File: src/rtl/return_stack_pkg.sv
// +----------------------------------------------------------------------+
// | return_stack_pkg : shared PC/stack constants and stack op encoding   |
// | Revision 1.0                                                          |
// +----------------------------------------------------------------------+
`default_nettype none

package return_stack_pkg;

  localparam int PC_WIDTH     = 10;
  localparam int RSTACK_DEPTH = 16;

  // Opcodes the decoder maps onto push/pop; kept here so both sides agree.
  localparam logic [5:0] RS_OPC_PUSH = 6'b111000;
  localparam logic [5:0] RS_OPC_POP  = 6'b111100;

  typedef enum logic [1:0] {
    STK_IDLE = 2'b00,
    STK_POP  = 2'b01,
    STK_PUSH = 2'b10,
    STK_REPL = 2'b11
  } stack_op_e;

endpackage

`default_nettype wire

File: src/rtl/stack_mem.sv
// +----------------------------------------------------------------------+
// | stack_mem : DEPTH x WIDTH register array, sync write / async read    |
// | Revision 1.0                                                          |
// +----------------------------------------------------------------------+
`default_nettype none

module stack_mem #(
  parameter int WIDTH  = 10,
  parameter int DEPTH  = 16,
  parameter int ADDR_W = $clog2(DEPTH)
) (
  input  logic              clk,
  input  logic              we,
  input  logic [ADDR_W-1:0] waddr,
  input  logic [WIDTH-1:0]  wdata,
  input  logic [ADDR_W-1:0] raddr,
  output logic [WIDTH-1:0]  rdata
);

  logic [WIDTH-1:0] mem_q [DEPTH];

  always_ff @(posedge clk) begin
    if (we) begin
      mem_q[waddr] <= wdata;
    end
  end

  assign rdata = mem_q[raddr];

endmodule

`default_nettype wire

File: src/rtl/return_stack.sv
// +----------------------------------------------------------------------+
// | return_stack : subroutine return-address LIFO with sticky error flags|
// | Revision 1.0                                                          |
// +----------------------------------------------------------------------+
`default_nettype none

module return_stack
  import return_stack_pkg::*;
#(
  parameter int WIDTH = PC_WIDTH,
  parameter int DEPTH = RSTACK_DEPTH,
  localparam int PTR_W = $clog2(DEPTH)
) (
  input  logic             clk,
  input  logic             reset,
  input  logic             push,
  input  logic             pop,
  input  logic [WIDTH-1:0] din,
  output logic [WIDTH-1:0] dout,
  output logic             empty,
  output logic             full,
  output logic [PTR_W:0]   count,
  output logic             overflow,
  output logic             underflow
);

  logic [PTR_W:0]   sp_q, sp_d;
  logic             overflow_q, overflow_d;
  logic             underflow_q, underflow_d;

  logic             w_we;
  logic [PTR_W-1:0] w_waddr;
  logic [PTR_W:0]   w_sp_m1;
  logic [WIDTH-1:0] w_rdata;
  stack_op_e        w_op;

  assign w_op    = stack_op_e'({push, pop});
  assign w_sp_m1 = sp_q - (PTR_W+1)'(1);
  assign empty   = (sp_q == '0);
  assign full    = (sp_q == (PTR_W+1)'(DEPTH));
  assign count   = sp_q;

  always_comb begin
    sp_d        = sp_q;
    overflow_d  = overflow_q;
    underflow_d = underflow_q;
    w_we        = 1'b0;
    w_waddr     = sp_q[PTR_W-1:0];
    unique case (w_op)
      STK_PUSH: begin
        if (full) begin
          overflow_d = 1'b1;
        end else begin
          w_we = 1'b1;
          sp_d = sp_q + (PTR_W+1)'(1);
        end
      end
      STK_POP: begin
        if (empty) begin
          underflow_d = 1'b1;
        end else begin
          sp_d = w_sp_m1;
        end
      end
      STK_REPL: begin
        // Overwrite the top in place; on an empty stack this degrades to a push.
        w_we = 1'b1;
        if (empty) begin
          w_waddr     = '0;
          sp_d        = (PTR_W+1)'(1);
          underflow_d = 1'b1;
        end else begin
          w_waddr = w_sp_m1[PTR_W-1:0];
        end
      end
      default: ;
    endcase
  end

  always_ff @(posedge clk) begin
    if (reset) begin
      sp_q        <= '0;
      overflow_q  <= 1'b0;
      underflow_q <= 1'b0;
    end else begin
      sp_q        <= sp_d;
      overflow_q  <= overflow_d;
      underflow_q <= underflow_d;
    end
  end

  stack_mem #(
    .WIDTH (WIDTH),
    .DEPTH (DEPTH),
    .ADDR_W(PTR_W)
  ) u_mem (
    .clk  (clk),
    .we   (w_we & ~reset),
    .waddr(w_waddr),
    .wdata(din),
    .raddr(w_sp_m1[PTR_W-1:0]),
    .rdata(w_rdata)
  );

  assign dout      = empty ? '0 : w_rdata;
  assign overflow  = overflow_q;
  assign underflow = underflow_q;

endmodule

`default_nettype wire

File: config.mk
export PLATFORM = sky130hd
export DESIGN_NAME = return_stack
export DESIGN_NICKNAME = d
export VERILOG_FILES = /design/src/rtl/return_stack_pkg.sv /design/src/rtl/stack_mem.sv /design/src/rtl/return_stack.sv
export SDC_FILE = /design/constraint.sdc
export NUM_CORES = 1
export LEC_CHECK = 0
export ABC_AREA = 1
export BUFFER_PORTS_ARGS = -buffer_cell sky130_fd_sc_hd__buf_2
export CAP_MARGIN = 10
export CORE_MARGIN = 4
export CORE_UTILIZATION = 32
export CTS_CLUSTER_SIZE = 8
export DETAILED_ROUTE_END_ITERATION = 7
export HOLD_SLACK_MARGIN = 0.06
export PLACE_DENSITY = 0.58
export SETUP_SLACK_MARGIN = 0.02
export SYNTH_ARGS = -nofsm -noshare
export SYNTH_HDL_FRONTEND = slang
export SYNTH_SLANG_ARGS = --single-unit
File: constraint.sdc
create_clock -name clk -period 2.7 [get_ports clk]
set_input_delay 0.54 -clock clk [delete_from_list [all_inputs] [get_ports clk]]
set_output_delay 0.54 -clock clk [all_outputs]
set_load 0.01 [all_outputs]
==> summary.txt, run 1 <==
Run status
  – Outcome: completed

Setup path
  – CP Cell Sequence: inv_6 > ha_4 > buf_12 > clkbuf_16 > nand3_1 > nand3_1 > nand3_1 > nand2_1 > nor2_2 > buf_2
  – CP Capture Type: output pin
  – Critical path class: reg2out
  – Worst path top cell family by delay: buffers and inverters
  – Arrival @ worst endpoint: 2.11 ns
  – Buffer and inverter count on the worst path: 4
  – Required @ worst endpoint: 2.16 ns
  – Top fanout value on the critical path: 8
  – Critical Path Source Type: flip-flop
  – CP max stage cell: dfxtp_4
  – CP most frequent cell: nand3_1
  – Slowest stage delay, CP: 0.38 ns

Global route
  – First-pass GRT wire length: 28400 um
  – GR Util All Layers: 0.155
  – Gr ovfl total: 0
  – Largest net degree at the start of global routing: 86
  – Antenna violations before repair: 0
  – Number of global-route vias before repair: 4756

Power and ir drop
  – VDD IR-drop max: 0.502 mV
  – P_leak: 3.30 nW
  – Power Total: 8.16 mW
  – Pwr/cell area: 930 nW/um2

Logic synthesis
  – Mapped Cells: 657
  – Most frequent cell after synthesis: nand2_1
  – Post-synth top cells: nand2_1 (204), edfxtp_1 (160), nand3_1 (121)
  – Flops & latches, synth: 167
  – Ys async rst share: 0
  – Ys flop type: edfxtp_1
  – Ranking of synthesized cells by area: edfxtp_1 (67%), nand2_1 (11%), nand3_1 (8.4%)
  – Netlist area before placement: 7220 um2
  – Unique masters post-synth: 32
  – Proportion of netlist area held by the largest area contributor: 0.666
  – Synthesis Warnings: 0
  – Seq/Total Area, Yosys: 0.685
  – Number of synthesized flops with an enable pin: 160
  – Yosys top cell by area: edfxtp_1
  – Net Count, Synth: 674
  – Mapped Avg Cell Area: 11.0 um2

Floorplan
  – FP Rows: 54
  – Die area: 25000 um2
  – Initial Util: 0.328
  – Die height: 158 um
  – Die Width: 158 um
  – Core Footprint: 22000 um2
  – Boundary Pins: 33

Timing
  – RSZ-0062 raised after global routing: true
  – Headroom to the max-slew limit: 0.711
  – Fin. Hold Viols: 0
  – Final worst setup slack: 0.0479 ns
  – Max Fclk: 377 MHz
  – Final Setup Violations: 0
  – Slew @ Worst Pin: 0.434 ns
  – Fin crit period: 2.65 ns
  – Crit share post-route: 0.982
  – Final Max Tran Viols: 0
  – Post-Route Skew: 0.00854 ns

Routing
  – DRC viols: 0
  – Wire length per cell: 19.1 um
  – First-pass DRT Iterations: 6
  – Detail Route Antenna Nets: 0
  – Initial DRC count: 485
  – WL final: 19200 um
  – Via density: 5.00
  – Vias: 5021

Final layout
  – Final design instance area without fill: 8780 um2
  – Synthesis-to-finish area growth: 21.6%
  – Core Util, Final: 0.399
  – Layout cells sized above 1: 0.232
  – Ant. Diodes: 0
  – Nets: 728

Placement
  – Placement Cell Area: 7800 um2
  – IO buf count: 32
  – Hpwl dp: 11300 um
  – Final GP Congestion: 0.819
  – Pre-CTS setup slack: 0.251 ns

CTS
  – Worst skew pair latency: 0.43 ns
  – CTS buffer count: 17
  – Post-CTS Hold Fix Bufs: 0
  – CTS Buffer Depth: 2
  – Clock transition at path regs: 0.07 ns
  – H-tree Lvls: 4
  – Root Driver: clkbuf_16
  – CTS Sinks: 167
  – CTS tree: yes

Hold path
  – Worst hold path class: in2reg

Run
  – Max Cap Viol: 0
-- routing by layer --
metal / vias up / routed length (um) / GRT usage
li1: 2390 / - / -
met1: 2452 / 8650 / 0.224
met2: 160 / 8970 / 0.230
met3: 19 / 1360 / 0.0361
met4: 0 / 247 / 0.0500
met5: - / 0 / 0
-- area by class of cell --
type                    instances  area, um2
clock buffers                  18        429
multi-input cells             432       2190
clock inverters                14        166
flip-flops and latches        167       4950
fillers                      2139      13200
inverters                      23        103
well taps                     280        350
repair buffers                 70        589
-- final timing paths --
path / startpoint / endpoint / slack (ns) / cells after the start
setup / recovery: count[0]$_SDFFE_PP0P_ / dout[0] / 0.05 / 10
hold / removal: reset / overflow$_SDFFE_PP0P_ / 0.28 / 2
setup reg to reg: count[2]$_SDFFE_PP0P_ / u_mem.mem_q[14][2]$_DFFE_PP_ / 0.52 / 9
hold reg to reg: underflow$_SDFFE_PP0P_ / underflow$_SDFFE_PP0P_ / 0.47 / 1
-- repair_timing --
item / in CTS / in global routing
endpoints found under the hold margin: 0 / 0
gates cloned: 1 / 2
pin swaps: 4 / 6
gates resized for setup: 28 / 36
buffers inserted: 2 / 3
endpoints found under the setup margin: 10 / 10
-- cells in the final DEF (no fill, tap or decap), drive strengths merged, types with 2 or more instances in the layout --
cell type,n
a21oi,32
buf,68
bufinv,2
clkbuf,20
clkinv,6
dfxtp,7
edfxtp,160
ha,3
inv,28
nand2,213
nand3,123
nand4,4
nor2,46
o21ai,4
o22ai,2
-- logic make-up (layout without fill, tap and decap cells) --
group / Yosys count / after routing / synth area share
AOI/OAI and AO/OA: 41 / 41 / 0.0357
adders and majority gates: 3 / 3 / 0.00520
DFF: 167 / 167 / 0.685
buffers and inverters: 58 / 125 / 0.0397
and+or+nand+nor: 387 / 387 / 0.233
xor gates and xnor gates: 1 / 1 / 0.00121
-- registers in the layout (all words and copies together), names as in the netlist --
register     count
count            5
overflow         1
u_mem.mem_q    160
underflow        1
-- stage by stage --
| stage | TNS (ns) | instances | hold slack, ns |
|---|---|---|---|
| 2_1_floorplan | 0 | 657 | 0.505 |
| 3_3_place_gp | 0 | 964 | 0.448 |
| 5_1_grt | -0.0800 | 1004 | 0.267 |
| 4_1_cts | 0 | 999 | 0.262 |
| 3_5_place_dp | 0 | 964 | 0.468 |
| 6_report | 0 | 1004 | 0.275 |
-- worst register-to-register path, stage by stage (launching register included) --
cell      delay, ns
dfxtp_1        0.39
buf_4          0.19
nor2_4         0.15
nand3_4        0.25
nand2_8        0.18
o21bai_4       0.08
inv_2          0.08
nand2_1        0.14
nor2_1         0.21
buf_4          0.22
-- power breakdown --
part	internal, mW	switching (mW)	leakage [nW]
sequential	2.93	0.0419	1.50
combinational	0.973	1.76	1.51
clock	1.39	1.07	0.291
No activity file was read; power rests on OpenSTA's default activity.
==> run 2, diff against run 1 <==
--- a/config.mk
+++ b/config.mk
@@ -10,6 +10,7 @@
 export CAP_MARGIN = 10
 export CORE_MARGIN = 4
 export CORE_UTILIZATION = 32
+export CTS_BUF_LIST = sky130_fd_sc_hd__clkbuf_16
 export CTS_CLUSTER_SIZE = 8
 export DETAILED_ROUTE_END_ITERATION = 7
 export HOLD_SLACK_MARGIN = 0.06
==> constraint.sdc (replaced) <==
create_clock -name clk -period 2.7 [get_ports clk]
set_input_delay 0.405 -clock clk [delete_from_list [all_inputs] [get_ports clk]]
set_output_delay 0.405 -clock clk [all_outputs]
set_load 0.01 [all_outputs]
==> summary.txt, run 2 (synthesis results as in run 1) <==
Setup path
  – Reg-to-reg startpoint: count[1]$_SDFFE_PP0P_ (was count[2]$_SDFFE_PP0P_)
  – Required @ worst endpoint: 2.30 ns (was 2.16 ns)
  – CP max stage cell: dfxtp_2 (was dfxtp_4)
  – Top fanout value on the critical path: 8 (unchanged)
  – Reg2reg end: u_mem.mem_q[12][0]$_DFFE_PP_ (was u_mem.mem_q[14][2]$_DFFE_PP_)
  – Critical Path Source Type: flip-flop (unchanged)
  – CP Capture Type: output pin (unchanged)
  – CP Cell Sequence: inv_2 > buf_6 > ha_4 > inv_1 > nand2_2 > nand2_8 > buf_12 > nand3_1 > nand3_1 > nand2_1 > nor2_1 > buf_2 (was inv_6 > ha_4 > buf_12 > clkbuf_16 > nand3_1 > nand3_1 > nand3_1 > nand2_1 > nor2_2 > buf_2)
  – R2R setup slack: 0.56 ns (was 0.52 ns)
  – Arrival @ worst endpoint: 2.16 ns (was 2.11 ns)
  – CP most frequent cell: nand3_1 (unchanged)
  – Critical path class: reg2out (unchanged)
  – Slowest stage delay, CP: 0.36 ns (was 0.38 ns)
  – Cells on worst reg2reg path: 12 (was 9)

Final layout
  – Ant. Diodes: 0 (unchanged)
  – Synthesis-to-finish area growth: 18.6% (was 21.6%)
  – Nets: 723 (was 728)
  – Fill cell count: 2106 (was 2139)
  – Largest Register: u_mem.mem_q (unchanged)
  – Layout cells sized above 1: 0.189 (was 0.232)
  – Most frequent cells in the layout: nand2_1 (203), edfxtp_1 (160), nand3_1 (121) (was nand2_1 (202), edfxtp_1 (160), nand3_1 (99))
  – Max reg flops: 160 (unchanged)
  – Commonest non-fill, non-tap cell in the layout: nand2_1 (unchanged)

Timing
  – RSZ-0062 raised after global routing: true (unchanged)
  – Final Setup Violations: 0 (unchanged)
  – Slew @ Worst Pin: 0.438 ns (was 0.434 ns)
  – Final Max Tran Viols: 0 (unchanged)
  – Max Fclk: 390 MHz (was 377 MHz)
  – Fin crit period: 2.56 ns (was 2.65 ns)
  – Crit share post-route: 0.949 (was 0.982)
  – Fin. Hold Viols: 0 (unchanged)
  – Post-Route Skew: 0.00588 ns (was 0.00854 ns)
  – Headroom to the max-slew limit: 0.708 (was 0.711)
  – Worst hold margin: 0.137 ns (was 0.275 ns)
  – Setup tns final: 0 ns (unchanged)

Floorplan
  – Die Width: 158 um (unchanged)
  – Initial Util: 0.328 (unchanged)
  – FP Rows: 54 (unchanged)
  – Die area: 25000 um2 (unchanged)
  – Core Footprint: 22000 um2 (unchanged)
  – Boundary Pins: 33 (unchanged)
  – Die height: 158 um (unchanged)

Hold path
  – Worst hold path class: in2reg (unchanged)
  – Hold endpoint: overflow$_SDFFE_PP0P_ (unchanged)
  – Hold wc startpoint: reset (unchanged)
  – Hold path depth: 2 (unchanged)

Routing
  – First-pass DRT Iterations: 5 (was 6)
  – Detail Route Antenna Nets: 0 (unchanged)
  – Wire length per cell: 18.0 um (was 19.1 um)
  – DRC viols: 0 (unchanged)
  – Initial DRC count: 402 (was 485)
  – WL final: 18000 um (was 19200 um)
  – Via density: 4.89 (was 5.00)
  – Vias: 4889 (was 5021)

Run
  – Max Cap Viol: 0 (unchanged)

CTS
  – CTS tree: yes (unchanged)
  – Root Driver: clkbuf_16 (unchanged)
  – Post-CTS Hold Fix Bufs: 0 (unchanged)
  – CTS buffer count: 17 (unchanged)
  – CTS Sinks: 167 (unchanged)
  – H-tree Lvls: 4 (unchanged)
  – CTS Buffer Depth: 2 (unchanged)
  – Clock transition at path regs: 0.07 ns (about the same)
  – Worst skew pair latency: 0.43 ns (about the same)

Global route
  – Gr ovfl total: 0 (unchanged)
  – First-pass GRT wire length: 27900 um (was 28400 um)
  – GR Util All Layers: 0.151 (was 0.155)
  – Number of global-route vias before repair: 4638 (was 4756)
  – Largest net degree at the start of global routing: 86 (unchanged)
  – Antenna violations before repair: 0 (unchanged)

Placement
  – Hpwl dp: 10900 um (was 11300 um)
  – Final GP Congestion: 0.824 (was 0.819)
  – IO buf count: 32 (unchanged)

Power and ir drop
  – P_leak: 3.22 nW (was 3.30 nW)
  – Pwr/cell area: 907 nW/um2 (was 930 nW/um2)
  – VDD IR-drop max: 0.424 mV (was 0.502 mV)

Run status
  – Outcome: completed (unchanged)
-- run 2: changes by cell type in the layout (fill, tap and decap cells not counted), sizes merged --
cell    before  now
clkinv       6    7
clkbuf      20   18
inv         28   30
buf         68   63
bufinv       2    0
bufbuf       0    1
-- run 2: worst max-delay path by stage --
stage,cells after the start,startpoint,slack [ns],to
2_1_floorplan,9,count[0]$_SDFFE_PP0P_,0.14,u_mem.mem_q[11][0]$_DFFE_PP_
3_3_place_gp,10,count[0]$_SDFFE_PP0P_,0.39,dout[0]
3_5_place_dp,10,count[0]$_SDFFE_PP0P_,0.37,dout[0]
4_1_cts,10,count[0]$_SDFFE_PP0P_,0.03,dout[9]
5_1_grt,12,count[1]$_SDFFE_PP0P_,0.008,dout[4]
6_report,12,count[1]$_SDFFE_PP0P_,0.14,dout[3]
-- run 2: stage by stage --
stage	instance area (um2)	util	power, mW	std cells	worst slack (ns)
after floorplan	7220	-	4.47	657	0.136
after global placement	7790	0.354	5.22	963	0.392
after detailed placement	7790	0.354	5.21	963	0.374
after CTS	8490	0.385	7.73	998	0.0316
after global routing	8560	0.389	8.21	999	0.00785
final	8560	0.389	7.77	999	0.138
-- run 2: area by class of cell --
type | count | area (um2) | share of cell area
inverters | 23 | 103 | 0.0120
multi-input cells | 432 | 2050 | 0.240
flip-flops and latches | 167 | 4950 | 0.578
well taps | 280 | 350 | 0.0409
clock buffers | 17 | 425 | 0.0497
clock inverters | 15 | 158 | 0.0184
repair buffers | 65 | 527 | 0.0615
-- run 2: critical path: cells and delay by family (launching register included) --
| family | cells | cell delay (ns) |
|---|---|---|
| flip-flops | 1 | 0.36 |
| adder cells (fa/ha/maj) | 1 | 0.16 |
| AND/OR/NAND/NOR | 6 | 0.64 |
| buffers and inverters | 5 | 0.55 |
-- run 2: what timing repair did --
item | CTS | global route
pin swaps | 1 | 9
setup buffers | 1 | 0
hold endpoints to repair | 0 | 0
resized for setup | 12 | 18
endpoints found under the setup margin | 10 | 10
gates cloned | 2 | 1
-- run 2: layer usage --
layer,track usage,up-vias,share of wire
met5,0,-,0
met4,0.0361,0,0.0086
li1,-,2377,-
met3,0.0377,10,0.066
met1,0.209,2355,0.45
met2,0.238,147,0.48
-- run 2: report_power, final --
part           internal (mW)  total [mW]  switching, mW
Sequential              2.92        2.97         0.0443
Combinational          0.866        2.44           1.58
Clock                   1.24        2.36           1.12
